--- src/rtl/apb_master_bridge_if.sv ---
// Bundle of request/response and APB bus signals between the bridge and its environment.
// The master modport is the bridge's view; the slave modport is the requester/APB-slave side.
interface apb_master_bridge_if #(
  parameter int ADDR_W = 7,
  parameter int DATA_W = 8
) ();

  logic              req_valid;
  logic              req_ready;
  logic              req_write;
  logic [ADDR_W-1:0] req_addr;
  logic [DATA_W-1:0] req_wdata;

  logic              rsp_valid;
  logic [DATA_W-1:0] rsp_rdata;
  logic              rsp_err;

  logic [ADDR_W-1:0] PADDR;
  logic              PWRITE;
  logic [DATA_W-1:0] PWDATA;
  logic              PENABLE;
  logic              PSELECT1;
  logic              PSELECT2;
  logic              PREADY1;
  logic              PREADY2;
  logic [DATA_W-1:0] PRDATA1;
  logic [DATA_W-1:0] PRDATA2;

  modport master (
    input  req_valid, req_write, req_addr, req_wdata,
    input  PREADY1, PREADY2, PRDATA1, PRDATA2,
    output req_ready, rsp_valid, rsp_rdata, rsp_err,
    output PADDR, PWRITE, PWDATA, PENABLE, PSELECT1, PSELECT2
  );

  modport slave (
    output req_valid, req_write, req_addr, req_wdata,
    output PREADY1, PREADY2, PRDATA1, PRDATA2,
    input  req_ready, rsp_valid, rsp_rdata, rsp_err,
    input  PADDR, PWRITE, PWDATA, PENABLE, PSELECT1, PSELECT2
  );

endinterface

--- src/rtl/apb_master_bridge.sv ---
// APB3-style master bridging a valid/ready request port to two APB slaves, all outputs registered.
// Optional ACCESS-phase abort is enabled by defining APB_MASTER_TIMEOUT_EN.
module apb_master_bridge #(
  parameter int ADDR_W  = 7,
  parameter int DATA_W  = 8,
  parameter int SEL_BIT = 6
`ifdef APB_MASTER_TIMEOUT_EN
  , parameter int TIMEOUT_CYCLES = 16
`endif
) (
  input logic                 PCLK,
  input logic                 PRESET,
  apb_master_bridge_if.master bus
);

  typedef enum logic [1:0] {
    IDLE,
    SETUP,
    ACCESS
  } state_t;

  state_t            state_q;
  logic              reqReady_q;
  logic              rspValid_q;
  logic [DATA_W-1:0] rspRdata_q;
  logic              rspErr_q;
  logic [ADDR_W-1:0] paddr_q;
  logic              pwrite_q;
  logic [DATA_W-1:0] pwdata_q;
  logic              penable_q;
  logic              pselect1_q;
  logic              pselect2_q;

`ifdef APB_MASTER_TIMEOUT_EN
  localparam int CNT_W = (TIMEOUT_CYCLES > 1) ? $clog2(TIMEOUT_CYCLES) : 1;
  localparam logic [CNT_W-1:0] LAST_CNT = CNT_W'(TIMEOUT_CYCLES - 1);
  logic [CNT_W-1:0] accessCnt_q;
`endif

  // Ready/data come from whichever slave this transfer selected; the selects are stable in ACCESS.
  logic              selReady;
  logic [DATA_W-1:0] selRdata;

  always_comb begin
    selReady = pselect2_q ? bus.PREADY2 : bus.PREADY1;
    selRdata = pselect2_q ? bus.PRDATA2 : bus.PRDATA1;
  end

  always_ff @(posedge PCLK) begin
    if (PRESET) begin
      state_q    <= IDLE;
      reqReady_q <= 1'b1;
      rspValid_q <= 1'b0;
      rspRdata_q <= '0;
      rspErr_q   <= 1'b0;
      paddr_q    <= '0;
      pwrite_q   <= 1'b0;
      pwdata_q   <= '0;
      penable_q  <= 1'b0;
      pselect1_q <= 1'b0;
      pselect2_q <= 1'b0;
`ifdef APB_MASTER_TIMEOUT_EN
      accessCnt_q <= '0;
`endif
    end else begin
      rspValid_q <= 1'b0;
      case (state_q)
        IDLE: begin
          if (bus.req_valid) begin
            paddr_q    <= bus.req_addr;
            pwrite_q   <= bus.req_write;
            pwdata_q   <= bus.req_wdata;
            pselect1_q <= ~bus.req_addr[SEL_BIT];
            pselect2_q <= bus.req_addr[SEL_BIT];
            reqReady_q <= 1'b0;
            state_q    <= SETUP;
          end
        end
        SETUP: begin
          penable_q <= 1'b1;
          state_q   <= ACCESS;
`ifdef APB_MASTER_TIMEOUT_EN
          accessCnt_q <= '0;
`endif
        end
        ACCESS: begin
          if (selReady) begin
            rspValid_q <= 1'b1;
            rspRdata_q <= pwrite_q ? '0 : selRdata;
            rspErr_q   <= 1'b0;
            penable_q  <= 1'b0;
            pselect1_q <= 1'b0;
            pselect2_q <= 1'b0;
            reqReady_q <= 1'b1;
            state_q    <= IDLE;
          end
`ifdef APB_MASTER_TIMEOUT_EN
          // Ready on the last counted cycle still wins over the abort above.
          else if (accessCnt_q == LAST_CNT) begin
            rspValid_q <= 1'b1;
            rspRdata_q <= '0;
            rspErr_q   <= 1'b1;
            penable_q  <= 1'b0;
            pselect1_q <= 1'b0;
            pselect2_q <= 1'b0;
            reqReady_q <= 1'b1;
            state_q    <= IDLE;
          end else begin
            accessCnt_q <= accessCnt_q + 1'b1;
          end
`endif
        end
        default: state_q <= IDLE;
      endcase
    end
  end

  assign bus.req_ready = reqReady_q;
  assign bus.rsp_valid = rspValid_q;
  assign bus.rsp_rdata = rspRdata_q;
  assign bus.rsp_err   = rspErr_q;
  assign bus.PADDR     = paddr_q;
  assign bus.PWRITE    = pwrite_q;
  assign bus.PWDATA    = pwdata_q;
  assign bus.PENABLE   = penable_q;
  assign bus.PSELECT1  = pselect1_q;
  assign bus.PSELECT2  = pselect2_q;

endmodule
--- src/flat_wrapper.sv ---
// flat-port wrapper written by rule: the top's interface ports become plain ports
module apb_master_bridge_flat 
#(
  parameter int ADDR_W  = 7,
  parameter int DATA_W  = 8,
  parameter int SEL_BIT = 6

)
  (PCLK, PRESET, bus_req_valid, bus_req_write, bus_req_addr, bus_req_wdata, bus_PREADY1, bus_PREADY2, bus_PRDATA1, bus_PRDATA2, bus_req_ready, bus_rsp_valid, bus_rsp_rdata, bus_rsp_err, bus_PADDR, bus_PWRITE, bus_PWDATA, bus_PENABLE, bus_PSELECT1, bus_PSELECT2);
  apb_master_bridge_if #(.ADDR_W(ADDR_W), .DATA_W(DATA_W)) bus_i ();
  input logic PCLK;
  input logic PRESET;
  input wire logic [$bits(bus_i.req_valid)-1:0] bus_req_valid;
  input wire logic [$bits(bus_i.req_write)-1:0] bus_req_write;
  input wire logic [$bits(bus_i.req_addr)-1:0] bus_req_addr;
  input wire logic [$bits(bus_i.req_wdata)-1:0] bus_req_wdata;
  input wire logic [$bits(bus_i.PREADY1)-1:0] bus_PREADY1;
  input wire logic [$bits(bus_i.PREADY2)-1:0] bus_PREADY2;
  input wire logic [$bits(bus_i.PRDATA1)-1:0] bus_PRDATA1;
  input wire logic [$bits(bus_i.PRDATA2)-1:0] bus_PRDATA2;
  output wire logic [$bits(bus_i.req_ready)-1:0] bus_req_ready;
  output wire logic [$bits(bus_i.rsp_valid)-1:0] bus_rsp_valid;
  output wire logic [$bits(bus_i.rsp_rdata)-1:0] bus_rsp_rdata;
  output wire logic [$bits(bus_i.rsp_err)-1:0] bus_rsp_err;
  output wire logic [$bits(bus_i.PADDR)-1:0] bus_PADDR;
  output wire logic [$bits(bus_i.PWRITE)-1:0] bus_PWRITE;
  output wire logic [$bits(bus_i.PWDATA)-1:0] bus_PWDATA;
  output wire logic [$bits(bus_i.PENABLE)-1:0] bus_PENABLE;
  output wire logic [$bits(bus_i.PSELECT1)-1:0] bus_PSELECT1;
  output wire logic [$bits(bus_i.PSELECT2)-1:0] bus_PSELECT2;
  assign bus_i.req_valid = bus_req_valid;
  assign bus_i.req_write = bus_req_write;
  assign bus_i.req_addr = bus_req_addr;
  assign bus_i.req_wdata = bus_req_wdata;
  assign bus_i.PREADY1 = bus_PREADY1;
  assign bus_i.PREADY2 = bus_PREADY2;
  assign bus_i.PRDATA1 = bus_PRDATA1;
  assign bus_i.PRDATA2 = bus_PRDATA2;
  assign bus_req_ready = bus_i.req_ready;
  assign bus_rsp_valid = bus_i.rsp_valid;
  assign bus_rsp_rdata = bus_i.rsp_rdata;
  assign bus_rsp_err = bus_i.rsp_err;
  assign bus_PADDR = bus_i.PADDR;
  assign bus_PWRITE = bus_i.PWRITE;
  assign bus_PWDATA = bus_i.PWDATA;
  assign bus_PENABLE = bus_i.PENABLE;
  assign bus_PSELECT1 = bus_i.PSELECT1;
  assign bus_PSELECT2 = bus_i.PSELECT2;
  apb_master_bridge #(.ADDR_W(ADDR_W), .DATA_W(DATA_W), .SEL_BIT(SEL_BIT)) u_core (.PCLK(PCLK), .PRESET(PRESET), .bus(bus_i));
endmodule
--- config.mk ---
export PLATFORM = sky130hd
export DESIGN_NAME = apb_master_bridge_flat
export DESIGN_NICKNAME = d
export VERILOG_FILES = /design/src/rtl/apb_master_bridge_if.sv /design/src/rtl/apb_master_bridge.sv /design/src/flat_wrapper.sv
export SDC_FILE = /design/constraint.sdc
export NUM_CORES = 1
export LEC_CHECK = 0
export BUFFER_PORTS_ARGS = -buffer_cell sky130_fd_sc_hd__buf_2
export CAP_MARGIN = 20
export CELL_PAD_IN_SITES_DETAIL_PLACEMENT = 0
export CELL_PAD_IN_SITES_GLOBAL_PLACEMENT = 1
export CORE_ASPECT_RATIO = 0.8
export CORE_MARGIN = 2
export CORE_UTILIZATION = 32
export DETAILED_ROUTE_END_ITERATION = 8
export GPL_ROUTABILITY_DRIVEN = 0
export PLACE_DENSITY = 0.92
export SLEW_MARGIN = 20
export SYNTH_ARGS = -nofsm -noshare
export SYNTH_HDL_FRONTEND = slang
export SYNTH_SLANG_ARGS = --single-unit
--- constraint.sdc ---
create_clock -name PCLK -period 4.3 [get_ports PCLK]
set_input_delay 0.86 -clock PCLK [delete_from_list [all_inputs] [get_ports PCLK]]
set_output_delay 0.86 -clock PCLK [all_outputs]
set_load 0.02 [all_outputs]
### Word level (Yosys, flattened, before mapping)

Index checks and enable logic that the tools add are counted.

| storage, ports and cells | value |
|---|---|
| output and inout bits | 30 |
| logic and storage cells | 41 |
| input port bits | 37 |
| register bits | 31 |

| operators by class | value |
|---|---|
| muxes and demuxes | 16 |
| reduce and logical (&&, ||, !) cells | 9 |
| bitwise gates (word level) | 2 |
| equal/unequal tests | 4 |

Operator list:

| kind | count |
|---|---|
| two-way mux 8 bit | 2 |
| case mux 1 bit (2 select lines) | 4 |
| AND reduction 2 bit | 4 |
| two-way mux 1 bit | 7 |
| case mux 2 bit (3 select lines) | 1 |
| two-way mux 2 bit | 2 |
| nonzero test 2 bit | 2 |
| AND reduction 3 bit | 1 |
| == test 2 x 1 -> 1 bit, second input constant | 1 |
| == test 2 bit, second input constant | 1 |
| zero test 2 bit | 1 |
| != test 2 x 1 -> 1 bit, second input constant | 1 |
| != test 2 bit, second input constant | 1 |
| NOT 1 bit | 2 |
| OR reduction 2 bit | 1 |

### Depth between registers and ports, before layout

Gate-level depths: netlist of run 1.

| depth | value |
|---|---|
| depth in word-level cells | 3 |
| depth in mapped cells | 6 |
| mapped depth without buffers | 3 |

### Least setup slack after synthesis of run 1

No wires, ideal clock.

| path | value |
|---|---|
| path type | input port to flip-flop |
| start point | input bus_req_valid |
| end point | register u_core.pselect2_q (netlist: u_core.bus.PSELECT2) |
| data required time | 4.168 ns |
| library setup time | 0.132 ns |
| cell stages on the path | 4 |
| slack | 2.476 ns |
| buffers on the path | 1 |
| arrival | 1.691 ns |
| cell sequence | or3b_2 clkbuf_1 o211ai_1 a21oi_1 |

| on the way | value |
|---|---|
| longest elaborated chain between the ends | 2 |

Ends and longest elaborated chain:

| element | line | RTL |
|---|---|---|
| from (decl) | flat_wrapper.sv:13 | `input wire logic [$bits(bus_i.req_valid)-1:0] bus_req_valid;` |
| != test 2 bit (no line) | -- |  |
| AND reduction 3 bit (no line) | -- |  |
| to (signal assigned) | apb_master_bridge.sv:74 | `pselect2_q <= bus.req_addr[SEL_BIT];` |
| to (decl) | apb_master_bridge.sv:32 | `logic pselect2_q;` |

No other way between the ends.
A chain may end at the register's enable or synchronous reset.

### Worst setup path in the final report of run 1

| path | value |
|---|---|
| start point | register u_core.pselect2_q (netlist: u_core.bus.PSELECT2) |
| end point | output bus_PSELECT2 |

RTL lines:

| element | line | RTL |
|---|---|---|
| to (decl) | flat_wrapper.sv:30 | `output wire logic [$bits(bus_i.PSELECT2)-1:0] bus_PSELECT2;` |

No word-level cell between the ends.

==> metrics.cfg, run 1 <==
[status]
status=finished, final reports clean

[detailed_routing]
drt-wirelength-per-cell_um=11.66
wl_um=2891
drt_iter0_drc=37
first_pass_iters=4
viasPerCell=4.806
vias=1192
route.detailed.drc=0
antenna_left=0

[critical_path]
path_cells=buf_2
worst-path-max-fanout=11
cp-start-kind=flop
cp_slowest_cell=dfxtp_1
path_class=reg -> out
crit_required_ns=3.44
critPathMaxStageDelay_ns=0.67
endpoint_kind=primary output
path_buf_inv=1
critPathTopFamily=flip-flops
arrival_ns=1.22

[clock_network]
cts_tree=yes
clock-root-buffer=clkbuf_8
path_clk_slew_ns=0.06
cts.sinks=31
ctsHoldBuffers=0
worstSkewPairLatency_ns=0.28
post_cts_buffers=0
cts.htree.levels=2
cts_buffers=5
ctsResizeCount=0
cts_buffer_depth=2

[power]
clock_power_share=0.377
power.internal_uw=486.9
p_sw_frac=0.2590
cellPowerDensity_mw_per_mm2=397.9
seqPwrFrac=0.478
p_sw_uw=170.2
combPwrFrac=0.145
peakVddDrop_mv=0.2076
p_leak_uw=0.0007451

[logic_synthesis]
syn-num-nets=179
syn_area_per_cell_um2=8.653
synth_warnings=0
synthesis.instances=142
synth.yosys.seq_area_share=0.5051
synth_area_mm2=0.001229
yosys.cell_types.count=21
ys_ff_latch=31

[finish]
drive_above_1_share=0.3676
n_antenna_cell=0
nets=240
layout_commonest_cell=buf_2
design_area_mm2=0.001652
fin_cells=248
area_growth_pct=34.42
final_cell_mix=buf_2, nand2_1, dfxtp_1

[grt]
grt_pass1_wl_um=4560
grt_max_degree=33
grt.overflow.total=0
groute.usage.overall=0.1397
antenna_found_initial=0
first_global_vias=1003

[hold_path]
min_path_type=reg -> reg

[sta]
slew_viol_final=0
hold_violations=0
max_slew_margin=0.3695
fin_skew_ns=0.001713
fin_crit_sh=0.4833
tightest_slew_ns=0.9416
setup_viol_count_final=0
setup_tns_ns=0
setup_slack_ns=2.222
grt_setup_unrepaired=false
fmax_mhz=481.2
layout_min_cycle_time_ns=2.078

[placed_design]
placed_area_mm2=0.001551
dp_hpwl_um=1982
io_buffers=65
place_worst_setup_slack_ns=2.157
dp_cells=240

[floorplanning]
die_y_um=59.42
pin_count=67
coreArea_mm2=0.003729
dieArea_mm2=0.004354
dieWidth_um=73.28
rows=20
initial_core_util=0.3295

[flow_run]
cap_violations=0

-- power by group through the flow --
stage	logic [uW]	registers (uW)	clock network, uW
2_1_floorplan	45.7	335	0
3_3_place_gp	94.3	321	0
3_5_place_dp	95.8	321	0
4_1_cts	96.0	314	257
5_1_grt	105	317	271
6_report	95.2	314	248
-- cells in the mapped netlist (all sizes together) --
library cell / instances / area, um2
nand2: 33 / 123.9
dfxtp: 31 / 620.6
a21oi: 27 / 135.1
mux2i: 9 / 90.09
o21ai: 9 / 45.04
clkbuf: 8 / 30.03
or4: 8 / 60.06
buf: 4 / 35.03
nand2b: 2 / 12.51
nor2: 2 / 7.510
a211o: 1 / 8.760
conb: 1 / 3.750
nand3b: 1 / 7.510
nor2b: 1 / 6.260
nor3: 1 / 5.000
nor3b: 1 / 12.51
o211ai: 1 / 7.510
o32ai: 1 / 8.760
or3b: 1 / 8.760
-- cells by family after synthesis --
group / Yosys count / synth area share
AO/OA/AOI/OAI: 39 / 0.1670
other: 1 / 0.003052
flip-flops: 31 / 0.5051
buffers and inverters: 12 / 0.05295
multiplexers: 9 / 0.07332
AND/OR/NAND/NOR: 50 / 0.1986
-- state kept, by name, summed over array words and instances (netlist names) --
register / cells
u_core.bus.PWDATA: 8
u_core.bus.rsp_rdata: 8
u_core.bus.PADDR: 7
u_core.state_q: 2
u_core.bus.PENABLE: 1
u_core.bus.PSELECT1: 1
u_core.bus.PSELECT2: 1
u_core.bus.PWRITE: 1
u_core.bus.req_ready: 1
u_core.bus.rsp_valid: 1
-- metrics by stage --
step / hold slack [ns] / utilization / power, uW
finish: 0.4521 / 0.4430 / 657.1
global route: 0.4622 / 0.4430 / 692.9
CTS: 0.4550 / 0.4430 / 667.2
detailed placement: 0.4463 / 0.4161 / 416.4
global placement: 0.4412 / 0.4161 / 414.9
floorplan: 0.5093 / - / 380.9
-- worst register-to-register path, stage by stage (launching register included) --
cell	delay [ns]
dfxtp_1	0.67
mux2i_1	0.14
buf_4	0.22
or4_1	0.52
a21oi_1	0.16
-- worst paths after layout --
path | endpoint | cells after the start | slack (ns) | from
worst max-delay path | bus_PSELECT2 | 1 | 2.22 | u_core.bus.PSELECT2$_SDFFE_PP0P_
worst min-delay path | u_core.bus.PWDATA[7]$_SDFFE_PP0P_ | 2 | 0.45 | u_core.bus.PWDATA[7]$_SDFFE_PP0P_
worst max register to register | u_core.bus.rsp_rdata[7]$_SDFFE_PP0P_ | 4 | 2.52 | u_core.bus.PSELECT2$_SDFFE_PP0P_
worst min register to register | u_core.bus.PWDATA[7]$_SDFFE_PP0P_ | 2 | 0.45 | u_core.bus.PWDATA[7]$_SDFFE_PP0P_
-- layout make-up --
cell class	instances	area, um2
Fill cell	391	2077
Multi-Input combinational cell	99	543.0
Clock buffer	8	100.1
Tap cell	44	55.05
Sequential cell	31	620.6
Timing Repair Buffer	66	332.8
-- routing by layer --
layer / GRT usage / vias up / routed length, um
li1: - / 608 / -
met4: 0.05556 / 0 / 39
met1: 0.1821 / 539 / 1455
met5: 0 / - / 0
met2: 0.1995 / 39 / 1180
met3: 0.06463 / 6 / 215
Note: power is estimated with default switching activity, not from simulation.
==> run 2, diff against run 1 <==
CORE_UTILIZATION = 30   (was 32)
PLACE_DENSITY = 0.87   (was 0.92)
clock period = 2.16 ns   (was 4.3 ns; I/O delays follow)
==> run 2 against run 1 <==
- worst setup slack lost 1.6 ns
- clock-buffer cell count shrank 2
- first-iteration DRC count shrank 35%
- power grew 92%
- critical endpoint is now u_core.bus.rsp_rdata[3]$_SDFFE_PP0P_
==> metrics.cfg, run 2 (synthesis gave the netlist of run 1 again) <==
[clock_network]
cts_tree=yes
ctsResizeCount=0  ; unchanged
cts.htree.levels=2  ; unchanged
worstSkewPairLatency_ns=0.27  ; about the same
cts_buffers=5  ; unchanged
cts_buffer_depth=2  ; unchanged
path_clk_slew_ns=0.06  ; about the same
ctsHoldBuffers=0  ; unchanged
post_cts_buffers=0  ; unchanged
clock-root-buffer=clkbuf_8
cts.sinks=31  ; unchanged

[critical_path]
endpoint_kind=flop
path_class=reg -> reg
worst-r2r-cell-count=3  ; -1
crit_required_ns=2.36  ; -1.08 ns
worst-path-max-fanout=20  ; +9
cp-start-kind=flop
arrival_ns=1.75  ; +0.53 ns

[finish]
fin_cells=260  ; +4.8%
drive_above_1_share=0.3756  ; +0.007963
area_growth_pct=35.74
n_antenna_cell=0  ; unchanged
final_cell_mix=buf_2, nand2_1, dfxtp_1
layout_commonest_cell=buf_2
nFillCells=418  ; +6.9%
nets=242  ; +0.83%

[power]
peakVddDrop_mv=0.2963  ; +43%
cellPowerDensity_mw_per_mm2=757.3  ; +90%
p_leak_uw=0.0007509  ; +0.78%
power.total_uw=1263  ; +92%

[sta]
setup_tns_ns=0  ; unchanged
grt_setup_unrepaired=false
hold_violations=0  ; unchanged
slew_viol_final=0  ; unchanged
fin_skew_ns=0.004132  ; +0.002419 ns
fmax_mhz=642.5
tightest_slew_ns=0.5777  ; -0.3638 ns
hold_ws_ns=0.3783  ; -0.07372 ns
layout_min_cycle_time_ns=1.556
setup_viol_count_final=0  ; unchanged
max_slew_margin=0.6149  ; +0.2453
fin_crit_sh=0.7206

[detailed_routing]
viasPerCell=4.562  ; -5.1%
first_pass_iters=4  ; unchanged
vias=1186  ; -0.50%
drt-wirelength-per-cell_um=10.88  ; -6.7%
wl_um=2828  ; -2.2%
antenna_left=0  ; unchanged
drt_iter0_drc=24  ; -35%
route.detailed.drc=0  ; unchanged

[grt]
grt_max_degree=33  ; unchanged
antenna_found_initial=0  ; unchanged
grt.overflow.total=0  ; unchanged
first_global_vias=1079  ; +7.6%
grt_pass1_wl_um=4609  ; +1.1%
groute.usage.overall=0.1352  ; -0.004458

[placed_design]
dp_hpwl_um=2006  ; +1.2%
io_buffers=65  ; unchanged
dp_cells=253  ; +5.4%

[floorplanning]
rows=20  ; unchanged
dieWidth_um=75.55  ; +3.1%
pin_count=67  ; unchanged
die_y_um=61.24  ; +3.1%
dieArea_mm2=0.004627  ; +6.3%
coreArea_mm2=0.003854  ; +3.4%
initial_core_util=0.3188  ; -0.01070

[flow_run]
cap_violations=0  ; unchanged

[status]
status=finished, final reports clean

[hold_path]
min_path_type=in -> reg
min_path_cells=2  ; unchanged

==> run 2: cell types whose count changed in the layout (fill, tap and decap cells not counted), sizes merged <==
| cell | previous run | this run |
|---|---|---|
| clkinv | 0 | 1 |
| buf | 66 | 68 |
| clkbuf | 8 | 6 |
==> run 2: worst max-delay path: stages (launching register included) <==
cell and delay [ns]:
dfxtp_1 0.34, nand2b_1 0.41, or4_1 0.58, a21oi_1 0.15
==> run 2: per-layer routing <==
metal  global-route usage  part of all wire
met1               0.1569              0.46
met5                    0                 0
met2               0.2286              0.46
met4              0.06015             0.012
met3              0.04583             0.068
==> run 2: power breakdown <==
| group | switching, uW | internal (uW) | leakage, uW |
|---|---|---|---|
| Combinational | 118 | 79.2 | 0.000450 |
| Sequential | 17.8 | 603 | 0.000254 |
| Clock | 196 | 249 | 0.0000470 |
==> run 2: final timing paths <==
check / startpoint / end / slack [ns]
min reg2reg: u_core.bus.PWDATA[2]$_SDFFE_PP0P_ / u_core.bus.PWDATA[2]$_SDFFE_PP0P_ / 0.45
max: u_core.state_q[0]$_SDFFE_PP0P_ / u_core.bus.rsp_rdata[3]$_SDFFE_PP0P_ / 0.60
max reg2reg: u_core.state_q[0]$_SDFFE_PP0P_ / u_core.bus.rsp_rdata[3]$_SDFFE_PP0P_ / 0.60
min: bus_req_addr[6] / u_core.bus.PSELECT1$_SDFFE_PP0P_ / 0.38
==> run 2: final cells by class <==
cell class / instances / area, um2 / area share
Sequential cell: 31 / 620.6 / 0.3721
Multi-Input combinational cell: 99 / 543.0 / 0.3256
Timing Repair Buffer: 68 / 347.8 / 0.2086
Clock buffer: 6 / 82.58 / 0.04951
Tap cell: 55 / 68.82 / 0.04126
Clock inverter: 1 / 5.005 / 0.003001
==> run 2: per-stage QoR <==
step / worst slack [ns] / utilization / cell area (um2)
2_1_floorplan: 0.6019 / - / 1229
3_3_place_gp: 0.5213 / 0.4101 / 1580
5_1_grt: 0.4452 / 0.4328 / 1668
4_1_cts: 0.5771 / 0.4328 / 1668
3_5_place_dp: 0.5185 / 0.4101 / 1580
6_report: 0.6036 / 0.4328 / 1668
